### src/rtl/el2_dec_ib_buf_pkg.sv
// Shared types for the decode-stage instruction buffer: core configuration
// record, branch-prediction packet and the i0 packet that travels from the
// IFU aligner into decode.
package el2_dec_ib_buf_pkg;

    typedef struct packed {
        int unsigned BTB_ADDR_HI;
        int unsigned BTB_ADDR_LO;
        int unsigned BHT_GHR_SIZE;
        int unsigned BTB_BTAG_SIZE;
        int unsigned BTB_SIZE;
    } el2_param_t;

    localparam el2_param_t PT_DEFAULT = '{
        BTB_ADDR_HI:   9,
        BTB_ADDR_LO:   2,
        BHT_GHR_SIZE:  8,
        BTB_BTAG_SIZE: 5,
        BTB_SIZE:      512
    };

    // Field widths of the predictor metadata carried with each packet.
    localparam int BP_INDEX_W = PT_DEFAULT.BTB_ADDR_HI - PT_DEFAULT.BTB_ADDR_LO + 1;
    localparam int BP_FGHR_W  = PT_DEFAULT.BHT_GHR_SIZE;
    localparam int BP_BTAG_W  = PT_DEFAULT.BTB_BTAG_SIZE;
    localparam int FA_INDEX_W = $clog2(PT_DEFAULT.BTB_SIZE);

    typedef struct packed {
        logic        valid;
        logic [11:0] toffset;
        logic [1:0]  hist;
        logic        br_error;
        logic        br_start_error;
        logic [31:1] prett;
        logic        way;
        logic        ret;
    } el2_br_pkt_t;

    typedef struct packed {
        logic [31:0]           instr;
        logic [31:1]           pc;
        logic                  pc4;
        logic                  icaf;
        logic [1:0]            icaf_type;
        logic                  icaf_second;
        logic                  dbecc;
        el2_br_pkt_t           brp;
        logic [BP_INDEX_W-1:0] bp_index;
        logic [BP_FGHR_W-1:0]  bp_fghr;
        logic [BP_BTAG_W-1:0]  bp_btag;
        logic [FA_INDEX_W-1:0] fa_index;
    } el2_ib_pkt_t;

endpackage

### src/rtl/el2_dec_ib_buf_if.sv
// Aligner-side and decode-side handshake of the instruction buffer.
// master = aligner/decode environment, slave = the buffer itself.
interface el2_dec_ib_buf_if
    import el2_dec_ib_buf_pkg::*;
#(
    parameter int IB_DEPTH = 2
) ();

    logic                      ifu_i0_valid;
    el2_ib_pkt_t               ifu_i0_pkt;
    logic                      ib_ready;
    logic                      dec_i0_consume;
    logic                      exu_flush_final;
    logic                      ib_i0_valid;
    el2_ib_pkt_t               ib_i0_pkt;
    logic                      ib_empty;
    logic [$clog2(IB_DEPTH):0] ib_count;

    modport master (
        output ifu_i0_valid, ifu_i0_pkt, dec_i0_consume, exu_flush_final,
        input  ib_ready, ib_i0_valid, ib_i0_pkt, ib_empty, ib_count
    );

    modport slave (
        input  ifu_i0_valid, ifu_i0_pkt, dec_i0_consume, exu_flush_final,
        output ib_ready, ib_i0_valid, ib_i0_pkt, ib_empty, ib_count
    );

endinterface

### src/rtl/el2_dec_ib_buf_ctl.sv
// Control half of the instruction buffer: read/write pointers, occupancy,
// push/pop qualification and flush. Ready depends only on the registered
// count so decode's consume never feeds back into the aligner's handshake.
module el2_dec_ib_buf_ctl #(
    parameter  int IB_DEPTH = 2,
    localparam int PTR_W    = $clog2(IB_DEPTH),
    localparam int CNT_W    = PTR_W + 1
) (
    input  logic             clk,
    input  logic             rst_l,
    input  logic             ifu_valid,
    input  logic             consume,
    input  logic             flush,
    output logic             ready,
    output logic             head_valid,
    output logic             empty,
    output logic [CNT_W-1:0] count,
    output logic             wr_en,
    output logic [PTR_W-1:0] wr_ptr,
    output logic [PTR_W-1:0] rd_ptr
);

    logic push;
    logic pop;

    assign ready      = (count != CNT_W'(IB_DEPTH));
    assign head_valid = (count != '0);
    assign empty      = (count == '0);

    // A flush swallows any handshake that happens in the same cycle.
    assign push  = ifu_valid & ready & ~flush;
    assign pop   = consume & head_valid & ~flush;
    assign wr_en = push;

    // Pointer and occupancy update; pointers wrap naturally at IB_DEPTH.
    always_ff @(posedge clk or negedge rst_l) begin
        if (!rst_l) begin
            wr_ptr <= '0;
            rd_ptr <= '0;
            count  <= '0;
        end else if (flush) begin
            wr_ptr <= '0;
            rd_ptr <= '0;
            count  <= '0;
        end else begin
            if (push) begin
                wr_ptr <= wr_ptr + 1'b1;
            end
            if (pop) begin
                rd_ptr <= rd_ptr + 1'b1;
            end
            case ({push, pop})
                2'b10:   count <= count + 1'b1;
                2'b01:   count <= count - 1'b1;
                default: count <= count;
            endcase
        end
    end

endmodule

### src/rtl/el2_dec_ib_buf.sv
// Instruction buffer between the IFU aligner and decode. Holds up to
// IB_DEPTH i0 packets in a circular array and presents the oldest one as a
// registered head; there is no bypass, so a packet is visible one cycle
// after it is accepted. Payloads pass through untouched.
module el2_dec_ib_buf
    import el2_dec_ib_buf_pkg::*;
#(
    parameter el2_param_t pt       = PT_DEFAULT,
    parameter int         IB_DEPTH = 2
) (
    input logic             clk,
    input logic             rst_l,
    el2_dec_ib_buf_if.slave ib
);

    localparam int PTR_W = $clog2(IB_DEPTH);

    logic             wr_en;
    logic [PTR_W-1:0] wr_ptr;
    logic [PTR_W-1:0] rd_ptr;
    el2_ib_pkt_t      entry [IB_DEPTH];

    el2_dec_ib_buf_ctl #(
        .IB_DEPTH (IB_DEPTH)
    ) u_ctl (
        .clk        (clk),
        .rst_l      (rst_l),
        .ifu_valid  (ib.ifu_i0_valid),
        .consume    (ib.dec_i0_consume),
        .flush      (ib.exu_flush_final),
        .ready      (ib.ib_ready),
        .head_valid (ib.ib_i0_valid),
        .empty      (ib.ib_empty),
        .count      (ib.ib_count),
        .wr_en      (wr_en),
        .wr_ptr     (wr_ptr),
        .rd_ptr     (rd_ptr)
    );

    // Entry storage; flush leaves stale payloads in place, only reset clears them.
    always_ff @(posedge clk or negedge rst_l) begin
        if (!rst_l) begin
            for (int i = 0; i < IB_DEPTH; i++) begin
                entry[i] <= '0;
            end
        end else if (wr_en) begin
            entry[wr_ptr] <= ib.ifu_i0_pkt;
        end
    end

    assign ib.ib_i0_pkt = entry[rd_ptr];

    // Decode must never consume from an empty buffer.
    a_no_underflow: assert property (@(posedge clk) disable iff (!rst_l)
        ib.dec_i0_consume |-> ib.ib_i0_valid);

    // Packet field widths are fixed by the package; the core configuration must agree.
    a_cfg_match: assert property (@(posedge clk) disable iff (!rst_l)
        (int'(pt.BTB_ADDR_HI - pt.BTB_ADDR_LO + 1) == BP_INDEX_W) &&
        (int'(pt.BHT_GHR_SIZE) == BP_FGHR_W) &&
        (int'(pt.BTB_BTAG_SIZE) == BP_BTAG_W) &&
        (int'($clog2(pt.BTB_SIZE)) == FA_INDEX_W));

endmodule

### src/flat_wrapper.sv
// flat-port wrapper written by rule: the top's interface ports become plain ports
module el2_dec_ib_buf_flat import el2_dec_ib_buf_pkg::*;
#(
    parameter el2_param_t pt       = PT_DEFAULT,
    parameter int         IB_DEPTH = 2
)
  (clk, rst_l, ib_ifu_i0_valid, ib_ifu_i0_pkt, ib_dec_i0_consume, ib_exu_flush_final, ib_ib_ready, ib_ib_i0_valid, ib_ib_i0_pkt, ib_ib_empty, ib_ib_count);
  el2_dec_ib_buf_if #(.IB_DEPTH(IB_DEPTH)) ib_i ();
  input logic clk;
  input logic rst_l;
  input wire logic [$bits(ib_i.ifu_i0_valid)-1:0] ib_ifu_i0_valid;
  input wire logic [$bits(ib_i.ifu_i0_pkt)-1:0] ib_ifu_i0_pkt;
  input wire logic [$bits(ib_i.dec_i0_consume)-1:0] ib_dec_i0_consume;
  input wire logic [$bits(ib_i.exu_flush_final)-1:0] ib_exu_flush_final;
  output wire logic [$bits(ib_i.ib_ready)-1:0] ib_ib_ready;
  output wire logic [$bits(ib_i.ib_i0_valid)-1:0] ib_ib_i0_valid;
  output wire logic [$bits(ib_i.ib_i0_pkt)-1:0] ib_ib_i0_pkt;
  output wire logic [$bits(ib_i.ib_empty)-1:0] ib_ib_empty;
  output wire logic [$bits(ib_i.ib_count)-1:0] ib_ib_count;
  assign ib_i.ifu_i0_valid = ib_ifu_i0_valid;
  assign ib_i.ifu_i0_pkt = ib_ifu_i0_pkt;
  assign ib_i.dec_i0_consume = ib_dec_i0_consume;
  assign ib_i.exu_flush_final = ib_exu_flush_final;
  assign ib_ib_ready = ib_i.ib_ready;
  assign ib_ib_i0_valid = ib_i.ib_i0_valid;
  assign ib_ib_i0_pkt = ib_i.ib_i0_pkt;
  assign ib_ib_empty = ib_i.ib_empty;
  assign ib_ib_count = ib_i.ib_count;
  el2_dec_ib_buf #(.pt(pt), .IB_DEPTH(IB_DEPTH)) u_core (.clk(clk), .rst_l(rst_l), .ib(ib_i));
endmodule
### config.mk
export PLATFORM = sky130hd
export DESIGN_NAME = el2_dec_ib_buf_flat
export DESIGN_NICKNAME = d
export VERILOG_FILES = /design/src/rtl/el2_dec_ib_buf_pkg.sv /design/src/rtl/el2_dec_ib_buf_if.sv /design/src/rtl/el2_dec_ib_buf_ctl.sv /design/src/rtl/el2_dec_ib_buf.sv /design/src/flat_wrapper.sv
export SDC_FILE = /design/constraint.sdc
export NUM_CORES = 1
export LEC_CHECK = 0
export ABC_AREA = 1
export CAP_MARGIN = 20
export CORE_MARGIN = 5
export CORE_UTILIZATION = 51
export CTS_CLUSTER_SIZE = 12
export DETAILED_ROUTE_END_ITERATION = 12
export GPL_ROUTABILITY_DRIVEN = 0
export PLACE_DENSITY_LB_ADDON = 0.3
export SLEW_MARGIN = 15
export SYNTH_ARGS = -nofsm -noshare
export SYNTH_HDL_FRONTEND = slang
export SYNTH_SLANG_ARGS = --single-unit
export TNS_END_PERCENT = 100
### constraint.sdc
create_clock -name clk -period 2 [get_ports clk]
set_input_delay 0.6 -clock clk [delete_from_list [all_inputs] [get_ports clk]]
set_output_delay 0.6 -clock clk [all_outputs]
set_load 0.1 [all_outputs]
==> impl_metrics.yaml, run 1 <==
outcome:
  outcome: "finished with violations"
  violations: "setup timing"
sta:
  setup_violations: 151
  finalCritPeriodShare_pct: 125
  setup_ws_ns: -0.500
  slew_viol_final: 0
  rsz0062_at_grt: "yes"
  skew_ns: 0.0109
  slew_headroom_pct: 73.6
  hold_viol: 0
  worst_pin_slew_ns: 0.396
  fmax_ghz: 0.400
  finalCriticalPeriod_ns: 2.50
  fin_tns_setup_ns: -63.72
clock_tree:
  cts_tree: "done"
  root_buffer: "clkbuf_16"
  htree_levels: 1
  cts.path.max_buffers: 3
  insertion_delay_ns: 0.56
  cts.sinks: 302
  cts_made_buffers: 31
  path_clk_slew_ns: 0.06
global_routing:
  grt_pass1_wl_um: 61800
  track_usage_pct: 25.9
  grt_pass1_vias: 12300
  grt_max_degree: 74
  antenna_found_initial: 4
  grt_overflow_total: 0
critical_path:
  crit_type: "reg -> out"
  crit_path_max_fanout: 15
  endpoint_kind: "primary output"
  worstPathRequired_ns: 1.40
  path_depth: 5
  crit_path_max_incr_delay_ns: 0.57
  crit_path_start_kind: "register"
  rr_worst_depth: 7
  crit_path_cell_trace: "buf_4 -> clkbuf_16 -> nand2_1 -> nand2_2 -> buf_12"
  cp_num_buf_inv: 3
  crit_slowest_cell: "dfrtp_4"
  cp_data_arrival_time_ns: 1.90
  critical-path-top-delay-family: "flip-flops"
floorplanning:
  io_pins: 308
  fp.dieW_um: 172
  initial_core_util_pct: 51.5
  die_h_um: 172
  fp.coreArea_um2: 26000
  rows: 59
  die-area_um2: 29600
synth:
  synth_nets: 1779
  ys_types: 19
  syn_avg_cell_area_um2: 8.24
  synthesis.instances: 1625
  ys_seq_area_share_pct: 56.4
  syn_area_um2: 13400
  synth-seq-cells: 302
  yosys_warnings: 0
drt:
  drt_iter0_markers: 1007
  drc_errors: 0
  wl_um: 41600
  drtAntennaViolNets: 0
  avgViaCountPerCell: 5.32
  vias: 12200
  firstDrtPassIters: 5
  wl_per_cell_um: 18.1
place:
  io_buffers: 307
  dp_hpwl_um: 26300
min_path:
  min_path_cells: 2
  hp-class: "reg -> reg"
layout:
  area_growth_pct: 58.8
  layout_common_cells: "nand2_1, dfrtp_1, buf_12, o21ai_0, inv_1"
  drive_gt1_share_pct: 29.0
  final_common_cell: "nand2_1"
  nets: 2088
  fill_cells: 1433
job:
  cap_violations: 0
[layout make-up]
cell class / instances / area (um^2) / share of cell area [%]
repair inverters: 1 / 8.76 / 0.0412
well taps: 335 / 419 / 1.97
repair buffers: 373 / 5640 / 26.5
clock inverters: 4 / 23.8 / 0.112
flip-flops and latches: 302 / 7570 / 35.6
clock buffers: 51 / 901 / 4.24
multi-input cells: 1067 / 6090 / 28.6
inverters: 158 / 609 / 2.86
diodes: 4 / 10.0 / 0.0471
[cell usage after synthesis]
master,count,share of area (%)
xnor2_1,1,0.065
nand3_1,4,0.15
or2_1,1,0.047
buf_1,2,0.056
buf_6,25,2.1
o21ai_0,170,6.4
buf_4,1,0.056
buf_2,10,0.37
nor2_1,4,0.11
o21ai_1,61,2.3
inv_2,2,0.056
nand2_1,752,21
inv_1,156,4.4
nand3_2,1,0.075
clkbuf_1,60,1.7
dfrtp_1,302,56
o21ai_2,70,4.6
nand2_2,2,0.093
a21oi_1,1,0.037
[through the flow]
stage	worst slack [ns]	hold slack, ns	util (%)	area, um^2	std cells
after floorplan	-0.478	0.304	-	14600	1625
after global placement	-0.113	0.465	75.6	19600	2216
after detailed placement	-0.182	0.468	75.6	19600	2216
after CTS	-0.495	0.475	80.1	20800	2277
after global routing	-0.594	0.501	81.8	21300	2294
final	-0.500	0.482	81.9	21300	2295
[logic make-up after synthesis]
group                     synth area share [%]
DFF                                       56.4
AOI/OAI and AO/OA                         13.2
buffers and inverters                     8.70
xor gates and xnor gates                0.0654
and+or+nand+nor                           21.6
[worst reg2reg max path, stage by stage, from the launching register on]
cell and delay (ns):
dfrtp_4 0.52, inv_2 0.08, nand2_4 0.06, nand3_2 0.09
or2_4 0.24, buf_12 0.35, nand2_1 0.20, o21ai_2 0.10
[final timing paths]
kind	to	start	slack (ns)
max	ib_ib_i0_pkt[10]	u_core.u_ctl.rd_ptr	-0.50
min	u_core.entry[201]	u_core.entry[201]	0.48
max reg2reg	u_core.entry[199]	u_core.u_ctl.count[0]	0.30
min reg2reg	u_core.entry[201]	u_core.entry[201]	0.48
max in group asynchronous	u_core.entry[230]	rst_l	0.73
min in group asynchronous	u_core.entry[238]	rst_l	0.50
[per-layer routing]
layer	up-vias	global-route usage (%)	share of wire (%)
met4	2	11.0	4.4
met2	509	44.7	51
li1	5638	-	-
met1	5940	31.9	38
met3	114	4.94	6.9
met5	-	0	0.026
[timing repair]
item                                    CTS  global route
buffers inserted                          3             3
hold buffers                              1             0
endpoints found under the hold margin    23             0
cloned                                    2            11
pin swaps                                 2             2
resized for setup                        48            62
endpoints found under the setup margin  152           152
[registers in the layout, indices dropped and copies added, names as in the netlist]
name and count:
u_core.entry 298, u_core.u_ctl.count 2, u_core.u_ctl.rd_ptr 1, u_core.u_ctl.wr_ptr 1
Power of run 1 is left out: the tool's default activity adds up to more than one toggle a clock period on the data nets, which glitch-free logic cannot reach.
==> run 2: changes to the inputs <==
--- a/config.mk
+++ b/config.mk
@@ -7,7 +7,6 @@
 export LEC_CHECK = 0
 export ABC_AREA = 1
 export CAP_MARGIN = 20
-export CORE_MARGIN = 5
 export CORE_UTILIZATION = 51
 export CTS_CLUSTER_SIZE = 12
 export DETAILED_ROUTE_END_ITERATION = 12
==> run 2 against run 1 <==
Net effect:
- the flow still finishes with violations (setup timing)
- core utilization up 5.0 points
- clock-buffer cell count decreased by 1
- cell count shrank 0.22%
- critical path depth increased by 1
- global-route usage grew 4.2 points
- non-clock buffer count is 1 lower
- register-to-register slack got worse by 0.20 ns
- first-iteration DRC count increased by 19%
- clock skew grew 0.0075 ns
- cell area grew 4.0%
- die area down 9.1%
==> impl_metrics.yaml, run 2 (synthesis gave the netlist of run 1 again) <==
outcome:
  outcome: "finished with violations"
  violations: "setup timing"
sta:
  rsz0062_at_grt: "yes"
  fmax_ghz: 0.407
  slew_headroom_pct: 64.1
  hold_viol: 0
  finalCritPeriodShare_pct: 123
  setup_violations: 151
  finalCriticalPeriod_ns: 2.45
  slew_viol_final: 0
  hold_slack_ns: 0.483
  setup_ws_ns: -0.455
  skew_ns: 0.0184
  worst_pin_slew_ns: 0.538
drt:
  drt_iter0_markers: 1203
  avgViaCountPerCell: 5.50
  wl_um: 44000
  firstDrtPassIters: 5
  drtAntennaViolNets: 0
  wl_per_cell_um: 19.2
  vias: 12600
  drc_errors: 0
floorplanning:
  die_h_um: 164
  die-area_um2: 26900
  initial_core_util_pct: 52.6
  fp.dieW_um: 164
  fp.coreArea_um2: 25500
  rows: 58
  io_pins: 308
clock_tree:
  cts_made_buffers: 34
  htree_levels: 2
  path_clk_slew_ns: 0.06
  cts.sinks: 302
  root_buffer: "clkbuf_16"
  cts.path.max_buffers: 3
  insertion_delay_ns: 0.51
  cts_tree: "done"
critical_path:
  crit_path_max_fanout: 10
  worstPathRequired_ns: 1.40
  cp_data_arrival_time_ns: 1.85
  crit_path_start_kind: "register"
  crit_type: "reg -> out"
  endpoint_kind: "primary output"
  rr_worst_depth: 7
global_routing:
  grt_use_met1_pct: 36.4
  antenna_found_initial: 2
  track_usage_pct: 30.1
  grt_overflow_total: 0
  use_met2_pct: 51.3
  met3_usage_pct: 4.95
  grt_pass1_vias: 12800
  top_usage_layer: "met2"
  grt_max_degree: 99
  grt_pass1_wl_um: 63100
layout:
  final_common_cell: "nand2_1"
  layout_common_cells: "nand2_1, dfrtp_1, buf_12, o21ai_0, nand2_4"
  largest_reg_flops: 298
  nets: 2089
  drive_gt1_share_pct: 33.6
  top_register: "u_core.entry"
  area_growth_pct: 65.2
  fin_util_pct: 86.9
  fill_cells: 1133
  top_regs: "u_core.entry x298, u_core.u_ctl.count x2"
min_path:
  hp-class: "reg -> reg"
  min_path_cells: 2
job:
  cap_violations: 0
place:
  io_buffers: 307
  preCtsSetupSlack_ns: -0.258
  dp_hpwl_um: 24800
==> run 2: path summary, 6_finish.rpt <==
check / start / to / slack, ns
max in group asynchronous: rst_l / u_core.entry[108] / 0.73
max reg2reg: u_core.u_ctl.count[0] / u_core.entry[173] / 0.10
max: u_core.u_ctl.rd_ptr / ib_ib_i0_pkt[55] / -0.45
min: u_core.entry[256] / u_core.entry[256] / 0.48
min in group asynchronous: rst_l / u_core.entry[141] / 0.56
min reg2reg: u_core.entry[256] / u_core.entry[256] / 0.48
==> run 2: repair_timing <==
action                                  CTS  global route
gates resized for setup                 118           146
pin swaps                                 4            18
hold endpoints to repair                 26             0
buffers inserted                          5             4
cloned                                    7             9
hold buffers                              1             0
endpoints found under the setup margin  151           151
==> run 2: metal layers <==
| layer | up-vias | part of all wire, % |
|---|---|---|
| met2 | 612 | 51 |
| met3 | 191 | 7.2 |
| met5 | - | 0 |
| met4 | 0 | 6.2 |
| met1 | 6156 | 36 |
| li1 | 5630 | - |
==> run 2: worst max-delay path, cell delays in order (launching register included) <==
cell and delay, ns:
dfrtp_4 0.54, buf_12 0.19, buf_8 0.14, buf_12 0.15, nand2_2 0.09, nand2_4 0.06, buf_12 0.16
==> run 2: area by class of cell <==
class / instances / area, um^2 / area share (%)
clock buffer: 50 / 1010 / 4.59
sequential: 302 / 7570 / 34.2
inverter: 158 / 609 / 2.75
multi-input combinational: 1067 / 6630 / 29.9
clock inverter: 7 / 85.1 / 0.385
tap: 330 / 413 / 1.87
timing repair buffer: 372 / 5800 / 26.2
antenna: 4 / 10.0 / 0.0452
==> run 2: stage by stage <==
stage,cell area (um^2),cells,setup TNS [ns]
global route,22100,2288,-63.19
global placement,19600,2204,-15.47
finish,22100,2290,-57.28
CTS,21400,2274,-60.97
detailed placement,19600,2204,-31.10
floorplan,14600,1625,-22.47
Power of run 2 is left out for the same reason.
